==> config.mk <==
export PLATFORM = sky130hd
export DESIGN_NAME = dither_requantizer_flat
export DESIGN_NICKNAME = d
export VERILOG_FILES = /design/src/rtl/dither_requantizer_if.sv /design/src/rtl/dither_requantizer.sv /design/src/flat_wrapper.sv
export SDC_FILE = /design/constraint.sdc
export NUM_CORES = 1
export LEC_CHECK = 0
export BUFFER_PORTS_ARGS = -buffer_cell sky130_fd_sc_hd__buf_2
export CAP_MARGIN = 20
export CORE_MARGIN = 2
export CORE_UTILIZATION = 46
export CTS_CLUSTER_DIAMETER = 50
export DETAILED_ROUTE_END_ITERATION = 6
export PLACE_DENSITY = 0.67
export REMOVE_ABC_BUFFERS = 1
export SLEW_MARGIN = 20
export SYNTH_ARGS = -nofsm -noshare
export SYNTH_HDL_FRONTEND = slang
export SYNTH_SLANG_ARGS = --single-unit
==> constraint.sdc <==
create_clock -name clk -period 3.6 [get_ports clk]
set_input_delay 0.18 -clock clk [delete_from_list [all_inputs] [get_ports clk]]
set_output_delay 0.18 -clock clk [all_outputs]
set_load 0.02 [all_outputs]
==> src/rtl/dither_requantizer_if.sv <==
// dither_requantizer_if: input/output stream handshake and LFSR tap bundle
interface dither_requantizer_if #(
   parameter int IN_W  = 16,
   parameter int OUT_W = 8
);
   logic             in_valid;
   logic             in_ready;
   logic [IN_W-1:0]  in_data;
   logic             lfsr_bit;
   logic             lfsr_en;
   logic             out_valid;
   logic             out_ready;
   logic [OUT_W-1:0] out_data;
   logic             sat_flag;
   modport master (
      output in_valid, in_data, lfsr_bit, out_ready,
      input  in_ready, lfsr_en, out_valid, out_data, sat_flag
   );
   modport slave (
      input  in_valid, in_data, lfsr_bit, out_ready,
      output in_ready, lfsr_en, out_valid, out_data, sat_flag
   );
endinterface

==> src/rtl/dither_requantizer.sv <==
// dither_requantizer: LFSR-dithered saturating requantizer; REQUANT_TPDF_EN selects triangular dither
module dither_requantizer #(
   parameter int IN_W     = 16,
   parameter int OUT_W    = 8,
   parameter int DITHER_W = 8
) (
   input logic clk,
   input logic rst,
   dither_requantizer_if.slave bus
);
   localparam int S   = IN_W - OUT_W;
   localparam int DSH = S - DITHER_W;
`ifdef REQUANT_TPDF_EN
   localparam int DSR_W = 2 * DITHER_W;
`else
   localparam int DSR_W = DITHER_W;
`endif
   localparam int CNT_W = $clog2(DSR_W + 1);
   localparam logic [CNT_W-1:0] CNT_FULL = CNT_W'(DSR_W);

   typedef enum logic {FILL, ARMED} state_t;

   state_t              state;
   logic [DSR_W-1:0]    dsr_q, dsr_d;
   logic [CNT_W-1:0]    cnt_q, cnt_d;
   logic                out_valid_q, out_valid_d;
   logic [OUT_W-1:0]    out_data_q, out_data_d;
   logic                sat_q, sat_d;
   logic                in_ready_w, lfsr_en_w, accept;
   logic signed [IN_W:0] d_w, sum_w;
   logic signed [OUT_W:0] q_w;
   logic                sat_w;
   logic [OUT_W-1:0]    res_w;
   logic                unused_lo;

`ifdef REQUANT_TPDF_EN
   logic signed [DITHER_W:0] diff_w;
   assign diff_w = $signed({1'b0, dsr_q[DSR_W-1:DITHER_W]}) - $signed({1'b0, dsr_q[DITHER_W-1:0]});
   assign d_w    = $signed({{(IN_W-DITHER_W){diff_w[DITHER_W]}}, diff_w}) <<< DSH;
`else
   assign d_w    = $signed({{(IN_W+1-DITHER_W){1'b0}}, dsr_q}) <<< DSH;
`endif

   // state decode and handshake: a word is armed once all dither bits are in
   always_comb begin
      state      = (cnt_q == CNT_FULL) ? ARMED : FILL;
      in_ready_w = (state == ARMED) && (!out_valid_q || bus.out_ready);
      accept     = bus.in_valid && in_ready_w;
      lfsr_en_w  = (state == FILL) || accept;
   end

   // dither injection below the cut point, truncation and clipping
   always_comb begin
      sum_w     = $signed({bus.in_data[IN_W-1], bus.in_data}) + d_w;
      q_w       = sum_w[IN_W:S];
      unused_lo = ^sum_w[S-1:0];
      sat_w     = q_w[OUT_W] ^ q_w[OUT_W-1];
      res_w     = sat_w ? {q_w[OUT_W], {(OUT_W-1){~q_w[OUT_W]}}} : q_w[OUT_W-1:0];
   end

   // next state: the bit shifted in on accept already belongs to the next word
   always_comb begin
      dsr_d       = lfsr_en_w ? DSR_W'({dsr_q, bus.lfsr_bit}) : dsr_q;
      cnt_d       = accept ? CNT_W'(1) : (lfsr_en_w ? cnt_q + CNT_W'(1) : cnt_q);
      out_valid_d = accept || (out_valid_q && !bus.out_ready);
      out_data_d  = accept ? res_w : out_data_q;
      sat_d       = accept ? sat_w : sat_q;
   end

   // state registers
   always_ff @(posedge clk or posedge rst) begin
      if (rst) begin
         dsr_q       <= '0;
         cnt_q       <= '0;
         out_valid_q <= 1'b0;
         out_data_q  <= '0;
         sat_q       <= 1'b0;
      end else begin
         dsr_q       <= dsr_d;
         cnt_q       <= cnt_d;
         out_valid_q <= out_valid_d;
         out_data_q  <= out_data_d;
         sat_q       <= sat_d;
      end
   end

   assign bus.in_ready  = in_ready_w;
   assign bus.lfsr_en   = lfsr_en_w;
   assign bus.out_valid = out_valid_q;
   assign bus.out_data  = out_data_q;
   assign bus.sat_flag  = sat_q;
endmodule

==> src/flat_wrapper.sv <==
// flat-port wrapper written by rule: the top's interface ports become plain ports
module dither_requantizer_flat 
#(
   parameter int IN_W     = 16,
   parameter int OUT_W    = 8,
   parameter int DITHER_W = 8
)
  (clk, rst, bus_in_valid, bus_in_data, bus_lfsr_bit, bus_out_ready, bus_in_ready, bus_lfsr_en, bus_out_valid, bus_out_data, bus_sat_flag);
  dither_requantizer_if #(.IN_W(IN_W), .OUT_W(OUT_W)) bus_i ();
  input logic clk;
  input logic rst;
  input wire logic [$bits(bus_i.in_valid)-1:0] bus_in_valid;
  input wire logic [$bits(bus_i.in_data)-1:0] bus_in_data;
  input wire logic [$bits(bus_i.lfsr_bit)-1:0] bus_lfsr_bit;
  input wire logic [$bits(bus_i.out_ready)-1:0] bus_out_ready;
  output wire logic [$bits(bus_i.in_ready)-1:0] bus_in_ready;
  output wire logic [$bits(bus_i.lfsr_en)-1:0] bus_lfsr_en;
  output wire logic [$bits(bus_i.out_valid)-1:0] bus_out_valid;
  output wire logic [$bits(bus_i.out_data)-1:0] bus_out_data;
  output wire logic [$bits(bus_i.sat_flag)-1:0] bus_sat_flag;
  assign bus_i.in_valid = bus_in_valid;
  assign bus_i.in_data = bus_in_data;
  assign bus_i.lfsr_bit = bus_lfsr_bit;
  assign bus_i.out_ready = bus_out_ready;
  assign bus_in_ready = bus_i.in_ready;
  assign bus_lfsr_en = bus_i.lfsr_en;
  assign bus_out_valid = bus_i.out_valid;
  assign bus_out_data = bus_i.out_data;
  assign bus_sat_flag = bus_i.sat_flag;
  dither_requantizer #(.IN_W(IN_W), .OUT_W(OUT_W), .DITHER_W(DITHER_W)) u_core (.clk(clk), .rst(rst), .bus(bus_i));
endmodule
==> results.sh, run 1 <==
export IMPL_avgViaCountPerCell=5.58
export IMPL_timing_reg2reg_setup_slack_ns=1.64
export IMPL_mostFrequentLayoutCell="sky130_fd_sc_hd__buf_2"
export IMPL_leakagePower_uw=0.000707
export IMPL_grt_start_max_net_pins=23
export IMPL_cap_violations=0
export IMPL_status="finished clean"
export IMPL_finClkSkew_ns=0.00308
export IMPL_post_route_antenna_net_violation_count=0
export IMPL_row_cnt=19
export IMPL_worst_ep_required_time_ns=3.42
export IMPL_chipWidth_um=56.6
export IMPL_clk_sinks=22
export IMPL_die_height_um=56.6
export IMPL_commonest_cells_after_routing_fill_and_taps_aside="32 x sky130_fd_sc_hd__buf_2, 22 x sky130_fd_sc_hd__dfrtp_1, 17 x sky130_fd_sc_hd__nand2_1, 9 x sky130_fd_sc_hd__mux2_2, 9 x sky130_fd_sc_hd__ha_1"
export IMPL_r2r_start="u_core.cnt_q[0]$_DFFE_PP0P_"
export IMPL_critical_path_endpoint_type="primary output"
export IMPL_initial_core_util_pct=47.5
export IMPL_r2r_end="u_core.dsr_q[0]$_DFFE_PP0P_"
export IMPL_remaining_drc_errors=0
export IMPL_initialDrtViolationCount=18
export IMPL_grt_pass1_wl_um=4450
export IMPL_unrepaired_setup_endpoints_after_global_routing="false"
export IMPL_crit_fanout=10
export IMPL_boundaryPins=33
export IMPL_criticalPathCategory="flop to primary output"
export IMPL_mean_cell_area_of_the_mapped_netlist_um2=10.8
export IMPL_antenna_found_initial=0
export IMPL_synth_cells=118
export IMPL_dieArea_um2=3210
export IMPL_syn2layout_area_growth_pct=15.8
export IMPL_netlist_area_um2=1270
export IMPL_global_route_peak_usage_layer="met2"
export IMPL_post_cts_setup_buffer_count=0
export IMPL_insertedDiodeCount=0
export IMPL_hold_violations=0
export IMPL_grtUsageMet3_pct=2.76
export IMPL_clk_buf_depth=2
export IMPL_post_cts_hold_buffer_count=0
export IMPL_tightest_pin_transition_ns=0.806
export IMPL_post_route_min_period_ns=2.26
export IMPL_top_ff_cell_synth="sky130_fd_sc_hd__dfrtp_1"
export IMPL_synthArstFlopShare_pct=100
export IMPL_rr_worst_depth=7
export IMPL_gp_congestion=0.752
export IMPL_synth_edff_count=0
export IMPL_yosys_register_bits=22
export IMPL_grt_use_met1_pct=22.7
export IMPL_fin_tns_setup_ns=0
export IMPL_cellPowerDensity_nw_per_um2=719
export IMPL_cts_made_buffers=3
export IMPL_yosys_warnings=0
export IMPL_drt_wl_total_um=2470
export IMPL_globalRouteTotalUtil_pct=17.6
export IMPL_fp_coreArea_um2=2690
export IMPL_globalRouteOverflowTotal=0
export IMPL_drt_wl_cell_um=13.6
export IMPL_clk_insertion_delay_late_ns=0.30
export IMPL_post_cts_resize_count=0
export IMPL_met2_usage_pct=29.6
export IMPL_fmax_ghz=0.443
export IMPL_worst_slew_margin_rel_pct=46.2
export IMPL_timing_critical_path_from="u_core.cnt_q[0]$_DFFE_PP0P_"
export IMPL_holdCritPathClass="input port to asynchronous set/reset pin"
export IMPL_number_of_nets_at_the_end_of_the_flow=182
export IMPL_post_synth_num_cell_types=38
export IMPL_final_design_area_no_fill_um2=1480
export IMPL_h_tree_depth=1
export IMPL_power_ir_vdd_worst_uv=456
export IMPL_postPlaceCellArea_um2=1450
export IMPL_route_vias_total=1010
export IMPL_nFillCells=263
export IMPL_synth_yosys_seq_area_share_pct=43.2
export IMPL_count_of_buffers_inserted_at_the_top_level_ports=32
export IMPL_first_global_vias=1002
export IMPL_clk_pin_slew_worst_paths_ns=0.12
export IMPL_critPathLaunchType="flop"
export IMPL_cp_data_arrival_time_ns=2.08
export IMPL_setup_violations_final=0
export IMPL_dr_pass1_iters=4
export IMPL_detailedPlacementHpwl_um=1940
export IMPL_ctsRootBufferMaster="sky130_fd_sc_hd__clkbuf_4"
export IMPL_final_max_slew_viol_count=0
export IMPL_cp_endpoint="bus_lfsr_en"
export IMPL_cts_tree="yes"
export IMPL_drive_gt1_share_pct=35.3
export IMPL_fin_crit_sh_pct=62.7
[worst min path at each step]
stage,start,endpoint,slack (ns)
2_1_floorplan,rst,u_core.bus.out_data[0]$_DFFE_PP0P_,0.17
3_3_place_gp,rst,u_core.dsr_q[6]$_DFFE_PP0P_,0.38
3_5_place_dp,rst,u_core.dsr_q[5]$_DFFE_PP0P_,0.38
4_1_cts,rst,u_core.dsr_q[6]$_DFFE_PP0P_,0.03
5_1_grt,rst,u_core.cnt_q[3]$_DFFE_PP0P_,0.09
6_report,rst,u_core.cnt_q[1]$_DFFE_PP0P_,0.01
[cells in the mapped netlist, types with 2 or more instances]
cell                      instances  area share, %
sky130_fd_sc_hd__nor3_1           4            1.6
sky130_fd_sc_hd__mux2_2           9            7.9
sky130_fd_sc_hd__nor2_1           4            1.2
sky130_fd_sc_hd__nand2_1         17            5.0
sky130_fd_sc_hd__nand3_1          4            1.6
sky130_fd_sc_hd__ha_1             9            8.8
sky130_fd_sc_hd__o31ai_1          3            1.8
sky130_fd_sc_hd__a41oi_1          2            1.4
sky130_fd_sc_hd__o21ai_0          6            2.4
sky130_fd_sc_hd__a21oi_1          5            2.0
sky130_fd_sc_hd__inv_1            7            2.1
sky130_fd_sc_hd__dfrtp_1         22             43
[power breakdown]
| group | internal [µW] | leakage, µW | switching (µW) |
|---|---|---|---|
| logic | 227 | 0.000426 | 286 |
| registers | 356 | 0.000267 | 83.1 |
| clock network | 39.0 | 0.0000138 | 70.1 |
| total | 622 | 0.000707 | 439 |
[layout make-up]
| type | count | area (µm²) | share of cell area (%) |
|---|---|---|---|
| sequential | 22 | 551 | 37.3 |
| timing repair buffer | 32 | 160 | 10.8 |
| inverter | 7 | 26.3 | 1.78 |
| clock buffer | 3 | 22.5 | 1.53 |
| multi-input combinational | 86 | 678 | 45.9 |
| tap | 31 | 38.8 | 2.63 |
[cells by family (layout without fill, tap and decap cells)]
group / count (synthesis) / count (layout) / synth area share (%)
AND/OR/NAND/NOR: 38 / 38 / 18.4
AO/OA/AOI/OAI: 28 / 28 / 16.7
flip-flops: 22 / 22 / 43.2
buffers and inverters: 10 / 42 / 3.63
adder cells (fa/ha/maj): 9 / 9 / 8.83
multiplexers: 9 / 9 / 7.95
XOR/XNOR: 2 / 2 / 1.37
[per-stage QoR]
stage          std cells  util [%]  power [µW]  worst slack (ns)  hold WS, ns
6_report             181      55.0        1060              1.34       0.0120
5_1_grt              181      55.0        1160              1.13       0.0892
4_1_cts              181      55.0        1080              1.31       0.0343
3_5_place_dp         178      54.1         965              1.64        0.383
3_3_place_gp         178      54.1         944              1.73        0.381
2_1_floorplan        115         -         817              1.68        0.169
[registers in the layout (all words and copies together) (netlist names)]
name / count
u_core.bus.out_data: 8
u_core.dsr_q: 8
u_core.bus.sat_flag: 1
u_core.cnt_q: 4
u_core.bus.out_valid: 1
[critical path, cell delays in order, from the launching register on]
cell and delay [ns]:
sky130_fd_sc_hd__dfrtp_1 0.44, sky130_fd_sc_hd__inv_1 0.07, sky130_fd_sc_hd__ha_1 0.20, sky130_fd_sc_hd__nand3b_4 0.14
sky130_fd_sc_hd__a21oi_2 0.16, sky130_fd_sc_hd__and2_1 0.44, sky130_fd_sc_hd__nor2_8 0.10, sky130_fd_sc_hd__inv_1 0.07
sky130_fd_sc_hd__buf_2 0.15
[per-layer routing]
metal	vias to the layer above	part of all wire, %	wire length (µm)
met3	6	5.7	140
met2	30	48	1180
li1	494	-	-
met1	480	45	1110
met4	0	1.6	40
met5	-	0	0
No activity file was read; power rests on OpenSTA's default activity.
==> run 2: changes to the inputs <==
Settings changed: ABC_AREA set to 1, PLACE_DENSITY 0.67 to 0.65.
Clock period 3.6 ns to 2.3 ns, I/O delays scaled along.
==> run 2 against run 1 <==
Sequential cell count unchanged. Area after synthesis increased by 28%. Largest cell class unchanged. Clock-buffer cell count unchanged. Clock power increased to 2.8 times the previous value. Routed wire length increased by 32%. First-iteration DRC count increased to 2.5 times the previous value. Via count increased by 46%. Critical path depth increased by 1. Design area increased by 28%. Clock skew increased by 0.0075 ns. Largest power group unchanged. Register-to-register slack got worse by 1.1 ns. Combinational power increased by 120%.
==> results.sh, run 2 <==
export IMPL_synthDominantAreaCellType="sky130_fd_sc_hd__dfrtp_1"
export IMPL_hold_path_endpoint="u_core.dsr_q[0]$_DFFE_PP0P_"
export IMPL_netlist_area_um2=1630
export IMPL_clk_sinks=22
export IMPL_critical_path_endpoint_type="primary output"
export IMPL_setup_violations_final=0
export IMPL_crit_buf_inv=3
export IMPL_critPathLaunchType="flop"
export IMPL_r2r_start="u_core.cnt_q[0]$_DFFE_PP0P_"
export IMPL_initial_core_util_pct=48.4
export IMPL_globalRouteOverflowTotal=0
export IMPL_mostFrequentLayoutCell="sky130_fd_sc_hd__nand2_1"
export IMPL_synth_yosys_seq_area_share_pct=33.8
export IMPL_mean_cell_area_of_the_mapped_netlist_um2=6.89
export IMPL_remaining_drc_errors=0
export IMPL_ctsRootBufferMaster="sky130_fd_sc_hd__clkbuf_4"
export IMPL_worst_slew_margin_rel_pct=45.4
export IMPL_leakagePower_uw=0.00113
export IMPL_finClkSkew_ns=0.0106
export IMPL_whs_path_depth=2
export IMPL_path_cells="inv_1 -> ha_1 -> nand2_2 -> nor2_4 -> inv_2 -> nor2_4 -> nand2_4 -> nand2_4 -> buf_2"
export IMPL_synthArstFlopShare_pct=100
export IMPL_critical_path_slowest_cell="sky130_fd_sc_hd__dfrtp_1"
export IMPL_post_cts_hold_buffer_count=2
export IMPL_power_ir_vdd_worst_uv=595
export IMPL_synth_top_area_share_pct=33.8
export IMPL_post_route_antenna_net_violation_count=0
export IMPL_dr_pass1_iters=4
export IMPL_drive_gt1_share_pct=19.5
export IMPL_grt_pass1_wl_um=5680
export IMPL_max_stage_delay_ns=0.42
export IMPL_insertedDiodeCount=0
export IMPL_number_of_nets_at_the_end_of_the_flow=303
export IMPL_post_synth_num_cell_types=25
export IMPL_grt_start_max_net_pins=23
export IMPL_clk_pin_slew_worst_paths_ns=0.14
export IMPL_hold_violations=0
export IMPL_clk_insertion_delay_late_ns=0.32
export IMPL_worst_ep_required_time_ns=2.18
export IMPL_avgViaCountPerCell=4.63
export IMPL_status="finished clean"
export IMPL_post_cts_setup_buffer_count=0
export IMPL_die_height_um=63.5
export IMPL_post_route_min_period_ns=1.95
export IMPL_drt_wl_cell_um=10.2
export IMPL_criticalPathCategory="flop to primary output"
export IMPL_globalRouteTotalUtil_pct=17.8
export IMPL_dieArea_um2=4030
export IMPL_share_of_total_power_in_the_clock_network_pct=14.4
export IMPL_yosys_cell_count_top_type="sky130_fd_sc_hd__nand2_1"
export IMPL_sw_frac_of_total_pct=43.2
export IMPL_antenna_found_initial=0
export IMPL_holdCritPathClass="input port to flop"
export IMPL_final_max_slew_viol_count=0
export IMPL_power_share_of_the_combinational_group_pct=53.1
export IMPL_post_cts_resize_count=0
export IMPL_commonest_cells_after_routing_fill_and_taps_aside="80 x sky130_fd_sc_hd__nand2_1, 42 x sky130_fd_sc_hd__inv_1, 32 x sky130_fd_sc_hd__buf_2, 25 x sky130_fd_sc_hd__nand3_1, 22 x sky130_fd_sc_hd__dfrtp_1"
export IMPL_cp_data_arrival_time_ns=1.83
export IMPL_boundaryPins=33
export IMPL_timing_critical_path_from="u_core.cnt_q[0]$_DFFE_PP0P_"
export IMPL_cap_violations=0
export IMPL_first_global_vias=1379
export IMPL_power_switching_uw=914
export IMPL_initialDrtViolationCount=45
export IMPL_fin_tns_setup_ns=0
export IMPL_timing_reg2reg_setup_slack_ns=0.51
export IMPL_yosys_register_bits=22
export IMPL_internal_dissipation_uw=1200
export IMPL_row_cnt=21
export IMPL_cts_made_buffers=3
export IMPL_clk_buf_depth=2
export IMPL_tightest_pin_transition_ns=0.818
export IMPL_cellPowerDensity_nw_per_um2=1120
export IMPL_fmax_ghz=0.514
export IMPL_synth_edff_count=0
export IMPL_r2r_end="u_core.dsr_q[1]$_DFFE_PP0P_"
export IMPL_synth_cells=236
export IMPL_fp_coreArea_um2=3360
export IMPL_top_ff_cell_synth="sky130_fd_sc_hd__dfrtp_1"
export IMPL_gp_congestion=0.872
export IMPL_chipWidth_um=63.5
export IMPL_seqPwrFrac_pct=32.5
export IMPL_yosys_warnings=0
export IMPL_synth_top_cells_by_count="80 x sky130_fd_sc_hd__nand2_1, 42 x sky130_fd_sc_hd__inv_1, 25 x sky130_fd_sc_hd__nand3_1"
export IMPL_crit_fanout=14
export IMPL_fin_crit_sh_pct=84.6
export IMPL_min_delay_start="bus_lfsr_bit"
export IMPL_route_vias_total=1471
export IMPL_synth_area_leaders="sky130_fd_sc_hd__dfrtp_1 34%, sky130_fd_sc_hd__nand2_1 18%, sky130_fd_sc_hd__inv_1 9.7%, sky130_fd_sc_hd__nand3_1 7.7%, sky130_fd_sc_hd__ha_1 6.9%"
export IMPL_syn2layout_area_growth_pct=15.9
export IMPL_unrepaired_setup_endpoints_after_global_routing="false"
export IMPL_rr_worst_depth=9
export IMPL_drt_wl_total_um=3250
export IMPL_h_tree_depth=1
export IMPL_whs_ns=0.0247
export IMPL_critical_path_top_delay_family="simple AND/OR/NAND/NOR gates"
export IMPL_detailedPlacementHpwl_um=2640
export IMPL_cts_tree="yes"
export IMPL_count_of_buffers_inserted_at_the_top_level_ports=32
## run 2: cell count changes after synthesis, moves of 3 or more
cell,change
sky130_fd_sc_hd__inv_1,+35
sky130_fd_sc_hd__inv_2,+3
sky130_fd_sc_hd__mux2_2,-5
sky130_fd_sc_hd__nand2_1,+63
sky130_fd_sc_hd__nand3_1,+21
sky130_fd_sc_hd__nand4_1,+3
sky130_fd_sc_hd__nor2_1,+17
sky130_fd_sc_hd__nor3_1,-4
sky130_fd_sc_hd__o21ai_0,-4
sky130_fd_sc_hd__o31ai_1,-3
## run 2: logic make-up after synthesis
group,Yosys count,synth area share (%)
XOR/XNOR,2,1.08
multiplexers,6,4.62
AND/OR/NAND/NOR,140,37.8
buffers and inverters,47,12.3
AO/OA/AOI/OAI,10,3.39
flip-flops,22,33.8
adder cells (fa/ha/maj),9,6.92
## run 2: layout make-up
class	instances	area [µm²]
Fill cell	362	1480
Multi-Input combinational cell	167	876
Sequential cell	22	551
Timing Repair Buffer	34	180
Inverter	45	169
Tap cell	46	57.6
Clock inverter	1	30.0
Clock buffer	3	22.5
## run 2: how the worst max path moves through the flow
stage / endpoint / depth (start not counted)
global placement: u_core.dsr_q[3]$_DFFE_PP0P_ / 9
finish: bus_lfsr_en / 9
global route: bus_lfsr_en / 9
floorplan: u_core.dsr_q[0]$_DFFE_PP0P_ / 9
detailed placement: u_core.dsr_q[1]$_DFFE_PP0P_ / 9
CTS: bus_lfsr_en / 9
## run 2: power by group through the flow
| stage | Sequential (µW) | Combinational, µW | Clock [µW] |
|---|---|---|---|
| 3_5_place_dp | 702 | 1120 | 0 |
| 3_3_place_gp | 693 | 1120 | 0 |
| 4_1_cts | 691 | 1140 | 314 |
| 6_report | 689 | 1120 | 305 |
| 2_1_floorplan | 788 | 762 | 0 |
| 5_1_grt | 717 | 1290 | 330 |
## run 2: through the flow
step | setup slack [ns] | std cells | power (µW) | area [µm²] | util, %
detailed placement | 0.524 | 312 | 1820 | 1810 | 53.9
global placement | 0.527 | 312 | 1810 | 1810 | 53.9
floorplan | 0.506 | 234 | 1550 | 1600 | -
CTS | 0.326 | 318 | 2140 | 1890 | 56.1
global route | 0.187 | 318 | 2340 | 1890 | 56.1
finish | 0.355 | 318 | 2120 | 1890 | 56.1
## run 2: layer usage
layer / global-route usage (%) / share of wire [%] / up-vias
li1: - / - / 799
met1: 23.8 / 49 / 638
met2: 29.3 / 46 / 28
met3: 2.86 / 3.8 / 6
met4: 5.71 / 1.7 / 0
met5: 0 / 0 / -
==> run 3: changes to the inputs <==
Clock period 2.3 ns to 2 ns, I/O delays scaled along.
==> run 3 against run 2 <==
Register-to-register slack got worse by 0.25 ns. Highest routed layer unchanged. Design area rose by 1.4%. Clock-buffer cell count stayed put. Critical path type unchanged. Worst setup slack got worse by 0.21 ns. Final cell count grew 0.63%. First-iteration DRC count is 8.9% lower. Sequential cell count unchanged.
==> results.sh, run 3 (synthesis gave the netlist of run 2 again) <==
export IMPL_initial_core_util_pct=48.4
export IMPL_rr_worst_depth=9
export IMPL_globalRouteTotalUtil_pct=18.1
export IMPL_drt_wl_cell_um=10.1
export IMPL_crit_fanout=14
export IMPL_finClkSkew_ns=0.00602
export IMPL_clk_sinks=22
export IMPL_h_tree_depth=1
export IMPL_tightest_pin_transition_ns=0.819
export IMPL_post_route_antenna_net_violation_count=0
export IMPL_drive_gt1_share_pct=20.1
export IMPL_grt_pass1_wl_um=5840
export IMPL_met2_usage_pct=30.3
export IMPL_avgViaCountPerCell=4.53
export IMPL_number_of_nets_at_the_end_of_the_flow=305
export IMPL_fmax_ghz=0.538
export IMPL_setup_violations_final=0
export IMPL_first_global_vias=1460
export IMPL_critical_path_endpoint_type="primary output"
export IMPL_drt_wl_total_um=3220
export IMPL_hold_violations=0
export IMPL_ctsRootBufferMaster="sky130_fd_sc_hd__clkbuf_4"
export IMPL_worst_slew_margin_rel_pct=45.3
export IMPL_fin_total_pwr_uw=2470
export IMPL_route_vias_total=1451
export IMPL_leakagePower_uw=0.00114
export IMPL_worst_ep_required_time_ns=1.90
export IMPL_fp_coreArea_um2=3360
export IMPL_fin_tns_setup_ns=0
export IMPL_cp_data_arrival_time_ns=1.76
export IMPL_nFillCells=352
export IMPL_remaining_drc_errors=0
export IMPL_boundaryPins=33
export IMPL_chipWidth_um=63.5
export IMPL_die_height_um=63.5
export IMPL_clk_pin_slew_worst_paths_ns=0.14
export IMPL_whs_path_depth=2
export IMPL_cellPowerDensity_nw_per_um2=1290
export IMPL_dieArea_um2=4030
export IMPL_globalRouteOverflowTotal=0
export IMPL_status="finished clean"
export IMPL_criticalPathCategory="flop to primary output"
export IMPL_insertedDiodeCount=0
export IMPL_count_of_buffers_inserted_at_the_top_level_ports=32
export IMPL_fin_crit_sh_pct=93.0
export IMPL_gp_congestion=0.872
export IMPL_grt_start_max_net_pins=23
export IMPL_antenna_found_initial=0
export IMPL_global_route_peak_usage_layer="met2"
export IMPL_cts_made_buffers=3
export IMPL_dr_pass1_iters=4
export IMPL_cts_tree="yes"
export IMPL_grtUsageMet3_pct=3.39
export IMPL_clk_insertion_delay_late_ns=0.32
export IMPL_initialDrtViolationCount=41
export IMPL_mostFrequentLayoutCell="sky130_fd_sc_hd__nand2_1"
export IMPL_syn2layout_area_growth_pct=17.5
export IMPL_grt_use_met1_pct=23.8
export IMPL_final_max_slew_viol_count=0
export IMPL_commonest_cells_after_routing_fill_and_taps_aside="80 x sky130_fd_sc_hd__nand2_1, 42 x sky130_fd_sc_hd__inv_1, 31 x sky130_fd_sc_hd__buf_2, 25 x sky130_fd_sc_hd__nand3_1, 22 x sky130_fd_sc_hd__dfrtp_1"
export IMPL_holdCritPathClass="input port to flop"
export IMPL_detailedPlacementHpwl_um=2670
export IMPL_cap_violations=0
export IMPL_clk_buf_depth=2
export IMPL_placedCellCount=312
export IMPL_post_route_min_period_ns=1.86
export IMPL_row_cnt=21
export IMPL_critPathLaunchType="flop"
export IMPL_power_ir_vdd_worst_uv=615
export IMPL_stdcell_count=320
## run 3: layout make-up
type                    instances  area [µm²]  share of cell area (%)
repair buffers                 36         198                    10.3
inverters                      45         169                    8.84
well taps                      46        57.6                    3.01
clock inverters                 1        30.0                    1.57
multi-input cells             167         885                    46.3
clock buffers                   3        22.5                    1.18
flip-flops and latches         22         551                    28.8
## run 3: path summary, 6_finish.rpt
| path | start | to | slack, ns |
|---|---|---|---|
| worst min register to register | u_core.bus.out_data[7]$_DFFE_PP0P_ | u_core.bus.out_data[7]$_DFFE_PP0P_ | 0.49 |
| worst max-delay path | u_core.cnt_q[0]$_DFFE_PP0P_ | bus_lfsr_en | 0.14 |
| max in group asynchronous | rst | u_core.bus.out_data[3]$_DFFE_PP0P_ | 1.03 |
| min in group asynchronous | rst | u_core.cnt_q[1]$_DFFE_PP0P_ | 0.46 |
| worst max register to register | u_core.cnt_q[0]$_DFFE_PP0P_ | u_core.dsr_q[1]$_DFFE_PP0P_ | 0.26 |
| worst min-delay path | bus_lfsr_bit | u_core.dsr_q[0]$_DFFE_PP0P_ | 0.003 |
## run 3: stage by stage
step / setup slack (ns) / hold WS [ns] / utilization (%) / instance area [µm²]
finish: 0.140 / 0.00266 / 56.8 / 1910
floorplan: 0.206 / 0.0892 / - / 1600
detailed placement: 0.221 / 0.315 / 53.9 / 1810
global placement: 0.227 / 0.300 / 53.9 / 1810
global route: -0.0148 / 0.000435 / 56.8 / 1910
CTS: 0.0369 / 0.00502 / 56.1 / 1890
## run 3: timing repair
item                                   CTS  global route
endpoints found under the hold margin   23             0
resized for setup                        0             2
hold buffers                             2             0
setup buffers                            0             2
setup endpoints to repair                0             1
## run 3: layer usage
layer  wire [µm]  share of wire [%]
met5           0                  0
met1        1590                 49
met3         140                4.3
met2        1460                 45
met4          31               0.96
## run 3: critical path: stages (launching register included)
cell	delay [ns]
sky130_fd_sc_hd__dfrtp_1	0.42
sky130_fd_sc_hd__inv_1	0.09
sky130_fd_sc_hd__ha_1	0.17
sky130_fd_sc_hd__nand2_2	0.07
sky130_fd_sc_hd__nor2_4	0.12
sky130_fd_sc_hd__inv_2	0.06
sky130_fd_sc_hd__nor2_4	0.10
sky130_fd_sc_hd__nand2_4	0.11
sky130_fd_sc_hd__nand2_8	0.13
sky130_fd_sc_hd__buf_4	0.16
## run 3: power by group
group,switching (µW),internal [µW],leakage [µW],total [µW]
clock network,152,203,0.0000279,355
registers,133,658,0.000264,791
logic,773,550,0.000850,1320
